==> config.mk <==
export PLATFORM = sky130hd
export DESIGN_NAME = seg7_scan_ctrl_flat
export DESIGN_NICKNAME = d
export VERILOG_FILES = /design/src/rtl/seg7_pkg.sv /design/src/rtl/seg7_scan_ctrl_if.sv /design/src/rtl/hex_to_seg7.sv /design/src/rtl/seg7_scan_ctrl.sv /design/src/flat_wrapper.sv
export SDC_FILE = /design/constraint.sdc
export NUM_CORES = 1
export LEC_CHECK = 0
export BUFFER_PORTS_ARGS = -buffer_cell sky130_fd_sc_hd__buf_2
export CAP_MARGIN = 5
export CORE_MARGIN = 2
export CORE_UTILIZATION = 46
export DETAILED_ROUTE_END_ITERATION = 8
export GPL_ROUTABILITY_DRIVEN = 0
export PLACE_DENSITY_LB_ADDON = 0.08
export SYNTH_ARGS = -nofsm -noshare
export SYNTH_HDL_FRONTEND = slang
export SYNTH_SLANG_ARGS = --single-unit
==> constraint.sdc <==
create_clock -name clk -period 3.7 [get_ports clk]
set_clock_uncertainty 0.2 [all_clocks]
set_input_delay 0.37 -clock clk [delete_from_list [all_inputs] [get_ports clk]]
set_output_delay 0.37 -clock clk [all_outputs]
set_load 0.1 [all_outputs]
==> src/rtl/seg7_pkg.sv <==
// Shared definitions for the seven-segment scan controller: glyph table,
// anode idle pattern and the per-slot phase encoding.
package seg7_pkg;

    localparam logic [7:0] ANODE_OFF = 8'hFF;

    // Active-low segments, bit 6 = a ... bit 0 = g, indexed by hex value.
    localparam logic [6:0] GLYPH [16] = '{
        7'b0000001, 7'b1001111, 7'b0010010, 7'b0000110,
        7'b1001100, 7'b0100100, 7'b0100000, 7'b0001111,
        7'b0000000, 7'b0000100, 7'b0001000, 7'b1100000,
        7'b0110001, 7'b1000010, 7'b0110000, 7'b0111000
    };

    typedef enum logic {
        BLANK = 1'b0,
        DRIVE = 1'b1
    } slot_phase_t;

endpackage

==> src/rtl/seg7_scan_ctrl_if.sv <==
// Display-side bundle of the scan controller: page control, the four
// candidate words and the registered display outputs.
interface seg7_scan_ctrl_if;

    logic        page_step;
    logic [31:0] src0;
    logic [31:0] src1;
    logic [31:0] src2;
    logic [31:0] src3;
    logic [7:0]  anode;
    logic [6:0]  data;
    logic [1:0]  page;
    logic        frame_start;

    modport master (
        output page_step, src0, src1, src2, src3,
        input  anode, data, page, frame_start
    );

    modport slave (
        input  page_step, src0, src1, src2, src3,
        output anode, data, page, frame_start
    );

endinterface

==> src/rtl/hex_to_seg7.sv <==
// Combinational hex nibble to active-low seven-segment glyph.
module hex_to_seg7
    import seg7_pkg::*;
(
    input  logic [3:0] nib,
    output logic [6:0] seg
);

    assign seg = GLYPH[nib];

endmodule

==> src/rtl/seg7_scan_ctrl.sv <==
// Eight-digit multiplexed seven-segment scanner with anti-ghost blanking,
// page-selected source word and a frame-synchronous shadow register.
module seg7_scan_ctrl
    import seg7_pkg::*;
#(
    parameter int TICK_DIV  = 100000,
    parameter int BLANK_CYC = 4
)(
    input  logic             clk,
    input  logic             rst,
    seg7_scan_ctrl_if.slave  bus
);

    localparam int TW = $clog2(TICK_DIV);
    localparam logic [TW-1:0] TICK_LAST = TW'(TICK_DIV - 1);
    localparam logic [TW-1:0] BLANK_END = TW'(BLANK_CYC);

    logic [TW-1:0] tick_cnt;
    logic [2:0]    digit_idx;
    logic [1:0]    page_q;
    logic [31:0]   shadow;
    logic          step_q;
    slot_phase_t   phase;
    logic [7:0]    anode_q;
    logic [6:0]    data_q;
    logic          frame_start_q;

    logic [TW-1:0] tick_nxt;
    logic [2:0]    digit_nxt;
    logic [1:0]    page_nxt;
    logic [31:0]   shadow_nxt;
    logic [31:0]   src_sel;
    logic [3:0]    nib_nxt;
    logic [6:0]    glyph_nxt;
    logic          boundary;

    always_comb begin
        unique case (page_q)
            2'd0:    src_sel = bus.src0;
            2'd1:    src_sel = bus.src1;
            2'd2:    src_sel = bus.src2;
            default: src_sel = bus.src3;
        endcase
    end

    // Next-state timing; outputs are registered from these so they line up
    // with the counters in the same cycle.
    always_comb begin
        tick_nxt   = tick_cnt + TW'(1);
        digit_nxt  = digit_idx;
        shadow_nxt = shadow;
        page_nxt   = page_q;
        boundary   = (tick_cnt == TICK_LAST) && (digit_idx == 3'd0);
        if (tick_cnt == TICK_LAST) begin
            tick_nxt  = '0;
            digit_nxt = digit_idx - 3'd1;
        end
        // Capture uses the page held before this cycle; an edge arriving now
        // only takes effect on the following frame.
        if (boundary) begin
            shadow_nxt = src_sel;
        end
        if (bus.page_step && !step_q) begin
            page_nxt = page_q + 2'd1;
        end
        nib_nxt = shadow_nxt[{digit_nxt, 2'b00} +: 4];
    end

    hex_to_seg7 u_hex_to_seg7 (
        .nib (nib_nxt),
        .seg (glyph_nxt)
    );

    always_ff @(posedge clk) begin
        if (rst) begin
            tick_cnt      <= '0;
            digit_idx     <= 3'd7;
            page_q        <= 2'd0;
            shadow        <= '0;
            step_q        <= 1'b0;
            phase         <= BLANK;
            anode_q       <= ANODE_OFF;
            data_q        <= GLYPH[0];
            frame_start_q <= 1'b0;
        end else begin
            tick_cnt      <= tick_nxt;
            digit_idx     <= digit_nxt;
            page_q        <= page_nxt;
            shadow        <= shadow_nxt;
            step_q        <= bus.page_step;
            data_q        <= glyph_nxt;
            frame_start_q <= (tick_nxt == TICK_LAST) && (digit_nxt == 3'd0);
            if (tick_nxt < BLANK_END) begin
                phase   <= BLANK;
                anode_q <= ANODE_OFF;
            end else begin
                phase   <= DRIVE;
                anode_q <= ~(8'h01 << digit_nxt);
            end
        end
    end

    assign bus.anode       = anode_q;
    assign bus.data        = data_q;
    assign bus.page        = page_q;
    assign bus.frame_start = frame_start_q;

endmodule

==> src/flat_wrapper.sv <==
// flat-port wrapper written by rule: the top's interface ports become plain ports
module seg7_scan_ctrl_flat import seg7_pkg::*;
#(
    parameter int TICK_DIV  = 100000,
    parameter int BLANK_CYC = 4
)
  (clk, rst, bus_page_step, bus_src0, bus_src1, bus_src2, bus_src3, bus_anode, bus_data, bus_page, bus_frame_start);
  seg7_scan_ctrl_if bus_i ();
  input  logic clk;
  input  logic rst;
  input wire logic [$bits(bus_i.page_step)-1:0] bus_page_step;
  input wire logic [$bits(bus_i.src0)-1:0] bus_src0;
  input wire logic [$bits(bus_i.src1)-1:0] bus_src1;
  input wire logic [$bits(bus_i.src2)-1:0] bus_src2;
  input wire logic [$bits(bus_i.src3)-1:0] bus_src3;
  output wire logic [$bits(bus_i.anode)-1:0] bus_anode;
  output wire logic [$bits(bus_i.data)-1:0] bus_data;
  output wire logic [$bits(bus_i.page)-1:0] bus_page;
  output wire logic [$bits(bus_i.frame_start)-1:0] bus_frame_start;
  assign bus_i.page_step = bus_page_step;
  assign bus_i.src0 = bus_src0;
  assign bus_i.src1 = bus_src1;
  assign bus_i.src2 = bus_src2;
  assign bus_i.src3 = bus_src3;
  assign bus_anode = bus_i.anode;
  assign bus_data = bus_i.data;
  assign bus_page = bus_i.page;
  assign bus_frame_start = bus_i.frame_start;
  seg7_scan_ctrl #(.TICK_DIV(TICK_DIV), .BLANK_CYC(BLANK_CYC)) u_core (.clk(clk), .rst(rst), .bus(bus_i));
endmodule
==> results.tsv <==
stage	metric	value	unit
outcome	status	finished clean	
timing	Period Utilization, post-route	94.3	%
clock_network	number of CTS-inserted buffers	9	
synth	synthesized area	4340	sq um
die	# IOs	149	
synth	main combinational cell family by area after synthesis	simple AND/OR/NAND/NOR gates	
critical_path	R2R Setup Slk	0.21	ns
final_layout	ratio of cells with drive above 1 in the final layout	33.3	%
place	post-place setup slack	0.0645	ns
grt	initial antenna violation count	0	
clock_network	CTS Buffer Depth	2	
critical_path	CP Capture Type	flop	
routing	Avg WL per Cell	16.4	microns
clock_network	Worst-path clk slew	0.08	ns
synth	Yosys top cell by area	dfxtp_1	
critical_path	CP peak stage delay	0.51	ns
synth	synth cell count leaders	dfxtp_1 (71), nand2_1 (57), nor2_1 (55), a222oi_1 (32), o21ai_0 (32)	
power_and_ir_drop	worst vdd ir	0.219	mV
critical_path	CP Launch Type	flop	
grt	grt total ovfl	0	
grt	layer with the highest usage	met2	
critical_path	critical path endpoint	u_core.bus.data[2]	
place	Port Buffers	148	
synth	Synth Area in Adders	3.46	%
timing	Fin. Hold Viols	0	
routing	DRT Wirelength	12.5	mm
clock_network	clk_lat worst skew	0.35	ns
timing	post-route minimum period	3.49	ns
clock_network	Root Buffer	clkbuf_8	
timing	Least-Margin Pin Slew	0.902	ns
timing	Finish-stage setup viols	0	
critical_path	Worst Path Max Fanout	16	
timing	worst hold slack	0.0449	ns
synth	Post-synth ARST share	0	%
critical_path	worst r2r src	u_core.tick_cnt[0]	
grt	met2 GRT Util	39.8	%
critical_path	crit path cell chain	ha_1 -> and4bb_4 -> and4_4 -> nand2_4 -> xor2_2 -> a221oi_1 -> a22oi_2 -> inv_1 -> ha_1 -> or4b_1 -> o31ai_1	
synth	dominant cells by area after synthesis	dfxtp_1 (33%), a222oi_1 (7.4%), nand2_1 (4.9%)	
timing	setup TNS	0	ns
synth	Synth Area in XOR/XNOR	5.88	%
hold_path	Hold Crit Class	input pin to flop	
power_and_ir_drop	internal power	0.00142	W
power_and_ir_drop	LEAKAGE	2.29	nW
synth	most frequent cell after synthesis	dfxtp_1	
die	chip height	101	microns
final_layout	Area Growth Syn to Fin	25.9	%
power_and_ir_drop	power density cells	346	nW/um^2
grt	global-route usage over all layers	23.9	%
timing	slew margin rel.	39.9	%
critical_path	Worst Setup Path Type	flop to flop	
synth	Post-Synth Simple-Gate Area	23.2	%
clock_network	Post CTS Setup Buffer Count	0	
routing	post-route ant nets	0	
timing	RSZ-0062 raised after global routing	false	
run	max_cap viols	0	
routing	via count	4343	
clock_network	CTS tree	yes	
critical_path	CP dominant cell by count	ha_1	
final_layout	Final nets	792	
die	Core ar.	9200	sq um
synth	Syn Inst Count	509	
die	Chip Width	101	microns
die	die area	10200	sq um
synth	Mean Syn Cell Area	8.52	sq um
final_layout	Antenna diodes	0	
synth	most frequently used flop master after synthesis	dfxtp_1	
clock_network	Hold-fix buffers, CTS	0	
power_and_ir_drop	clock share of power	43.9	%
grt	global-route met1 utilization	32.0	%
die	Initial Utilization	47.2	%
synth	Seq/Total Area, Yosys	32.8	%
power_and_ir_drop	share of power burned in registers	41.0	%
final_layout	fillcell total	864	
place	DPL Wire Length	9.65	mm
routing	drt via density	5.68	
routing	Remaining DRCs	0	
synth	Net Count, Synth	652	
clock_network	H-Tree Depth	3	
routing	Iter 0 DRT Violations	380	
synth	Synth top area share	32.8	%
synth	FF+latch count, synth	71	
synth	Distinct cells, synth	66	
grt	largest net degree at the start of global routing	48	
power_and_ir_drop	Net Sw Frac	24.9	%
critical_path	Worst R2R End	u_core.bus.data[2]	
synth	Ys Warns	0	
critical_path	slowest cell on the critical path	or4b_1	
grt	global-route wire length before repair	19.3	mm
routing	first-pass detailed-route iteration total	7	
grt	GRT met3 Usage	3.74	%
critical_path	Reg2Reg Depth	11	
final_layout	final core utilization	59.4	%
clock_network	post-cts resize count	0	
power_and_ir_drop	total power	0.00189	W
synth	Synth Area in Compound Gates	20.2	%
timing	Final Max Slew Viols	0	
critical_path	Worst setup startpoint	u_core.tick_cnt[0]	
grt	vias in the first global route	3862	
power_and_ir_drop	Psw	0.000471	W
die	cell row count	35	
timing	final worst slack	0.210	ns
timing	f_max	0.287	GHz
critical_path	WP data arrival	3.55	ns
clock_network	CTS Sinks	71	
critical_path	Req. time, crit path	3.76	ns
synth	mux share of post-synthesis cell area	8.19	%
power_and_ir_drop	combinational share of power	15.1	%
synth	Post-synth EDFFs	0	
==> area by class of cell <==
cell class,instances,area [sq um],share of cell area (%)
Multi-Input combinational cell,385,2650,48.5
Sequential cell,71,1420,26.1
Timing Repair Buffer,168,928,17.0
Clock inverter,7,145,2.66
Tap cell,111,139,2.54
Clock buffer,9,124,2.27
Inverter,14,52.6,0.962
==> critical path, delay by kind of cell (launching register included) <==
kind                     cells  cell delay [ns]
buffers and inverters        1             0.15
XOR/XNOR                     1             0.41
AND/OR/NAND/NOR              4             1.30
adder cells (fa/ha/maj)      2             0.41
AO/OA/AOI/OAI                3             0.53
flip-flops                   1             0.40
==> registers in the layout, indices dropped and copies added (netlist names) <==
| signal | count |
|---|---|
| u_core.bus.data | 7 |
| u_core.tick_cnt | 17 |
| u_core.bus.page | 2 |
| u_core.shadow | 32 |
| u_core.bus.anode | 8 |
| u_core.bus.frame_start | 1 |
| u_core.step_q | 1 |
| u_core.digit_idx | 3 |
==> power groups by stage <==
stage	clock network [W]	registers (W)	logic, W
5_1_grt	0.000868	0.000776	0.000311
6_report	0.000831	0.000775	0.000285
2_1_floorplan	0	0.000811	0.000137
3_3_place_gp	0	0.000793	0.000281
3_5_place_dp	0	0.000793	0.000284
4_1_cts	0.000841	0.000775	0.000285
==> routing by layer <==
metal	part of all wire, %	vias up
met2	46	164
met3	6.3	23
met5	0	-
met4	1.6	0
li1	-	2159
met1	46	1997
==> per-stage QoR <==
step	instance area (sq um)	instances
final	5460	765
after floorplan	4340	509
after global placement	5190	749
after detailed placement	5190	749
after global routing	5460	765
after CTS	5460	765
==> worst min-delay path by stage <==
stage                      start                 to  slack [ns]  depth (start not counted)
6_report           bus_page_step      u_core.step_q        0.04                          2
4_1_cts            bus_page_step      u_core.step_q        0.04                          2
3_5_place_dp   u_core.shadow[14]  u_core.shadow[14]        0.25                          2
5_1_grt            bus_page_step      u_core.step_q        0.07                          2
2_1_floorplan  u_core.shadow[14]  u_core.shadow[14]        0.23                          2
3_3_place_gp   u_core.shadow[14]  u_core.shadow[14]        0.24                          2
==> cells in the final DEF (no fill, tap or decap), drive strengths merged, types with 3 or more instances in the layout <==
master,Yosys,layout
or4,4,4
buf,15,168
nor3,7,7
o22ai,3,3
and2,9,9
xor2,10,10
a222oi,32,32
mux2i,20,20
dfxtp,71,71
ha,12,12
nor2b,3,3
and4bb,4,4
mux2,10,10
o21ai,36,36
bufinv,0,4
nand3,23,23
or3,5,5
o221ai,5,5
a221oi,3,3
a21oi,24,24
and3,10,10
inv,14,14
nand2,59,59
xnor2,14,14
a211oi,5,5
nand4,4,4
clkbuf,24,9
nor2,57,57
nor4,4,4
==> cell families after synthesis <==
kind of cell | Yosys count
buffers and inverters | 53
adder cells (fa/ha/maj) | 12
AO/OA/AOI/OAI | 121
flip-flops | 71
AND/OR/NAND/NOR | 197
XOR/XNOR | 24
multiplexers | 31
(Power assumes the default switching activity.)
